### src/rtl/seq_divider.sv
// Radix-2 restoring divider, one quotient bit per cycle, signed or unsigned.
// Results and {N,Z,C,V} flags are latched and held until the next operation completes.
module seq_divider #(
  parameter int WIDTH = 32,
  parameter int CNT_W = 5
) (
  input  logic             clk,
  input  logic             reset,
  input  logic             start,
  input  logic             is_signed,
  input  logic [WIDTH-1:0] dividend,
  input  logic [WIDTH-1:0] divisor,
  output logic             busy,
  output logic             done,
  output logic [WIDTH-1:0] quotient,
  output logic [WIDTH-1:0] remainder,
  output logic             div_by_zero,
  output logic [3:0]       flags
);

  typedef enum logic [1:0] {IDLE, CALC, FIX, DONE} state_t;

  state_t           state_reg, state_next;
  logic [WIDTH-1:0] rem_reg;
  logic [WIDTH-1:0] dvd_reg;
  logic [WIDTH-1:0] dsr_reg;
  logic [CNT_W-1:0] count_reg;
  logic             neg_q_reg, neg_r_reg, ovf_reg;

  logic [WIDTH:0]   shifted, trial;
  logic             q_bit;
  logic [WIDTH-1:0] dividend_mag, divisor_mag, q_fix, r_fix;
  logic             last_iter;

  always_ff @(posedge clk or negedge reset) begin
    if (!reset) state_reg <= IDLE;
    else        state_reg <= state_next;
  end

  always_comb begin
    state_next = state_reg;
    busy       = (state_reg != IDLE);
    done       = (state_reg == DONE);
    case (state_reg)
      IDLE:    if (start) state_next = (divisor == '0) ? DONE : CALC;
      CALC:    if (last_iter) state_next = FIX;
      FIX:     state_next = DONE;
      DONE:    state_next = IDLE;
      default: state_next = IDLE;
    endcase
  end

  // Remainder shifted by one is WIDTH+1 bits; the trial difference's top bit is its sign.
  always_comb begin
    shifted      = {rem_reg, dvd_reg[WIDTH-1]};
    trial        = shifted - {1'b0, dsr_reg};
    q_bit        = ~trial[WIDTH];
    last_iter    = (count_reg == CNT_W'(WIDTH-1));
    dividend_mag = (is_signed && dividend[WIDTH-1]) ? -dividend : dividend;
    divisor_mag  = (is_signed && divisor[WIDTH-1])  ? -divisor  : divisor;
    q_fix        = neg_q_reg ? -dvd_reg : dvd_reg;
    r_fix        = neg_r_reg ? -rem_reg : rem_reg;
  end

  always_ff @(posedge clk or negedge reset) begin
    if (!reset) begin
      rem_reg     <= '0;
      dvd_reg     <= '0;
      dsr_reg     <= '0;
      count_reg   <= '0;
      neg_q_reg   <= 1'b0;
      neg_r_reg   <= 1'b0;
      ovf_reg     <= 1'b0;
      quotient    <= '0;
      remainder   <= '0;
      div_by_zero <= 1'b0;
      flags       <= 4'b0000;
    end else begin
      case (state_reg)
        IDLE: begin
          if (start) begin
            if (divisor == '0) begin
              quotient    <= '1;
              remainder   <= dividend;
              div_by_zero <= 1'b1;
              flags       <= 4'b1001;
            end else begin
              rem_reg   <= '0;
              dvd_reg   <= dividend_mag;
              dsr_reg   <= divisor_mag;
              count_reg <= '0;
              neg_q_reg <= is_signed && (dividend[WIDTH-1] ^ divisor[WIDTH-1]);
              neg_r_reg <= is_signed && dividend[WIDTH-1];
              ovf_reg   <= is_signed && (dividend == {1'b1, {(WIDTH-1){1'b0}}})
                                     && (divisor == '1);
            end
          end
        end
        CALC: begin
          rem_reg   <= q_bit ? trial[WIDTH-1:0] : shifted[WIDTH-1:0];
          dvd_reg   <= {dvd_reg[WIDTH-2:0], q_bit};
          count_reg <= count_reg + 1'b1;
        end
        FIX: begin
          quotient    <= q_fix;
          remainder   <= r_fix;
          div_by_zero <= 1'b0;
          flags       <= {q_fix[WIDTH-1], (q_fix == '0), 1'b0, ovf_reg};
        end
        default: ;
      endcase
    end
  end

endmodule

### config.mk
export PLATFORM = sky130hd
export DESIGN_NAME = seq_divider
export DESIGN_NICKNAME = d
export VERILOG_FILES = /design/src/rtl/seq_divider.sv
export SDC_FILE = /design/constraint.sdc
export NUM_CORES = 1
export LEC_CHECK = 0
export BUFFER_PORTS_ARGS = -buffer_cell sky130_fd_sc_hd__buf_2
export CORE_MARGIN = 1
export CORE_UTILIZATION = 50
export DETAILED_ROUTE_END_ITERATION = 10
export PLACE_DENSITY = 0.7
export RECOVER_POWER = 25
export SLEW_MARGIN = 20
export SYNTH_ARGS = -nofsm -noshare
export SYNTH_HDL_FRONTEND = slang
export SYNTH_SLANG_ARGS = --single-unit
### constraint.sdc
create_clock -name clk -period 4.8 [get_ports clk]
set_input_delay 0.48 -clock clk [delete_from_list [all_inputs] [get_ports clk]]
set_output_delay 0.48 -clock clk [all_outputs]
set_load 0.05 [all_outputs]
==> results by group <==
Run status
  – Outcome: finished with violations
  – Failing checks: max-capacitance violations, max-slew violations

Synth
  – #FFs+latches synth: between 150 and 200
  – FFs w/ async S/R, synth: 1.00
  – Yosys top cell area share: 0.365
  – Seq/Total Area, Yosys: 0.365
  – Cell Area, Synth: roughly 12,000 µm²
  – Post-synth EDFFs: 0
  – Yosys Warn Count: 0
  – Synth Area in XOR/XNOR: 0.110
  – Area leader, netlist: dfrtp_1
  – Post-Syn Instances: between 1,000 and 1,500
  – Syn nets: roughly 1,500
  – Adder-cell share of the synthesized area: 0.0492
  – Synth area leaders: dfrtp_1, o21ai_0, xor2_1
  – Synth Area in Simple Gates: 0.165
  – Synth Flop Type: dfrtp_1
  – Syn_area_per_cell: 8.42 µm²
  – Largest family of logic cells by synthesized area: compound AO/OA/AOI/OAI gates
  – Mux share of post-synthesis cell area: 0.0332
  – Compound-Gate Fraction of Synth Area: 0.229
  – Post-synth cell types: 74

Global route
  – Largest net degree at the start of global routing: 70
  – Vias in the first global route: 9,725
  – Total track usage: 0.251
  – First-pass GRT wire length: ~49 mm
  – Total grt overflow: 0
  – Initial antenna violation count: 0

Min path
  – Min-delay worst type: input port to flip-flop
  – Hold depth: 3
  – Hold endpoint: dsr_reg[0]
  – Hold Startpoint: divisor[0]

Clock network
  – # hold bufs at CTS: 0
  – Max clock buf depth: 2
  – Clk sinks: between 150 and 200
  – Post-CTS Setup Bufs: 0
  – Htree depth: 4
  – Post_cts resized: 0
  – CTS tree: built
  – Num CTS Buffers: 17
  – Worst skew pair latency: ~0.44 ns
  – Worst-path clk slew: approximately 0.070 ns
  – Clk root buf: clkbuf_16

Routing
  – Drt wl/cell: approximately 16 µm
  – Remaining DRCs: 0
  – Routed WL: between 20 and 30 mm
  – Drt first pass iters: 5
  – Iter 0 DRT Violations: 548
  – Number of vias per cell: between 5 and 6
  – Routed via count: slightly above 10,000
  – Post-route ant nets: 0

Place
  – Placed cells: 1,785
  – DP HPWL: ~23 mm
  – GPL Wtd Cong: about 0.9
  – IO buf count: roughly 140

Floorplan
  – Initial Util: 0.518
  – Row count: 55
  – Die Width: around 160 µm
  – Die area: approximately 24,000 µm²
  – Chip Height: 156 µm
  – Core Area: 22,900 µm²
  – Boundary Pins: about 140

Setup path
  – Crit start category: flip-flop
  – Worst r2r dst: rem_reg[0]
  – CP Capture Type: flip-flop
  – Critical Path RT: ~5.1 ns
  – RR Startpoint: dvd_reg[31]
  – R2r worst-path depth: 13
  – R2r setup slk: 1.02 ns
  – CP max FO: 32
  – WS Path Type: flip-flop to flip-flop
  – Arr. time, crit path: 4.12 ns

STA
  – Final Hold Viols: 0
  – Endpoints failing setup: 0
  – Final slew viol count: 70
  – Fin crit period: between 3 and 4 ns
  – RSZ-0062 raised after global routing: no
  – Setup TNS: 0 ns
  – WHS: about 0.37 ns
  – Clock Skew: 0.0122 ns
  – Maximum clock rate: ~260 MHz
  – Final worst-path cycle share: 0.787
  – Worst-Margin Slew: ~3.7 ns
  – Max_slew headroom: -1.50

Final layout
  – # fillers: 2,179
  – Synth-to-Final Area Change: 11.9%
  – Commonest non-fill, non-tap cell in the layout: dfrtp_1
  – Antenna diode count: 0
  – Layout cells sized above 1: 0.140
  – Nets: around 1,600
  – Final cell count without fillers: approximately 1,800
  – Most frequent cells in the layout: dfrtp_1, o21ai_0, nand2_1, buf_2, nor2_1

Power
  – Leakage power: 5.94 nW
  – Maximum vdd drop: 289 µV
  – Pwr Density: 605 nW/µm²

Job
  – Max cap viols: 1
-- power by group --
group / switching, mW / internal [mW]
sequential: 0.449 / 1.97
combinational: 2.92 / 1.33
clock: 0.660 / 0.693
total: 4.03 / 4.00
-- stage by stage --
step | power (mW) | cell area [µm²] | util | setup slack [ns]
after floorplan | 5.69 | 11900 | - | 1.68
after global placement | 6.61 | 12700 | 0.554 | 1.08
after detailed placement | 6.71 | 12700 | 0.554 | 0.902
after CTS | 8.05 | 13300 | 0.579 | 1.06
after global routing | 8.64 | 13300 | 0.579 | 0.582
final | 8.02 | 13300 | 0.579 | 1.02
-- cells in the mapped netlist, types with 3 or more instances --
library cell and n:
dfrtp_1 173, o21ai_0 159, nand2_1 156, nor2_1 114
a21oi_1 93, xor2_1 90, xnor2_1 59, clkbuf_1 58
inv_1 53, ha_1 45, a31oi_1 43, mux2i_1 36
o22ai_1 26, o31ai_1 23, a21o_1 20, nand4_1 17
or3_1 16, buf_2 15, nand3_1 14, or4_1 14
nor3_1 13, o41ai_1 13, nor2b_1 11, a32oi_1 10
nand2b_1 9, a22oi_1 8, nor4_1 8, o21a_1 8
o21ai_1 7, and3_1 6, buf_1 6, or2_2 6
and2_1 5, buf_4 5, nor3b_1 5, o211ai_1 5
a31o_2 3, mux2_2 3, o21bai_1 3, o221ai_1 3
o22a_1 3, or4_4 3
-- worst max path at each step --
stage                 from       endpoint  slack [ns]  depth (start not counted)
6_report       dvd_reg[31]     rem_reg[0]        1.02                         13
5_1_grt              reset  remainder[22]        0.58                          2
4_1_cts        dvd_reg[31]     rem_reg[0]        1.06                         13
3_5_place_dp    divisor[2]     dvd_reg[0]        0.90                         10
3_3_place_gp    divisor[2]     dvd_reg[0]        1.08                         10
2_1_floorplan  dvd_reg[31]    rem_reg[10]        1.68                         13
-- final cells by class --
class,count,area (µm²),area share
Multi-Input combinational cell,1096,6980,0.526
Sequential cell,173,4330,0.326
Timing Repair Buffer,150,795,0.0599
Clock buffer,17,425,0.0321
Tap cell,313,392,0.0295
Inverter,53,199,0.0150
Clock inverter,15,145,0.0109
-- routing by layer --
layer | global-route usage | routed length, µm | share of wire
met2 | 0.422 | 14000 | 0.47
met4 | 0.0784 | 566 | 0.019
met1 | 0.335 | 13800 | 0.46
met5 | 0 | 0 | 0
met3 | 0.0353 | 1380 | 0.046
-- worst max-delay path, cell delays in order (launching register included) --
cell and delay [ns]:
dfrtp_1 0.36, inv_1 0.15, ha_1 0.27, fa_1 0.41, nand2b_1 0.19, a21o_1 0.20
a31oi_1 0.45, a41o_1 0.32, o31a_1 0.17, nand3_1 0.11, nand3_1 0.11, buf_4 0.40
mux2_2 0.39, o22ai_1 0.14
-- cell families after synthesis --
| group | after synthesis |
|---|---|
| simple gates | 412 |
| fa+ha+maj | 46 |
| xor+xnor | 149 |
| flops | 173 |
| other cells | 1 |
| buf+inv | 139 |
| mux | 39 |
| compound gates | 449 |
(Power assumes the default switching activity.)
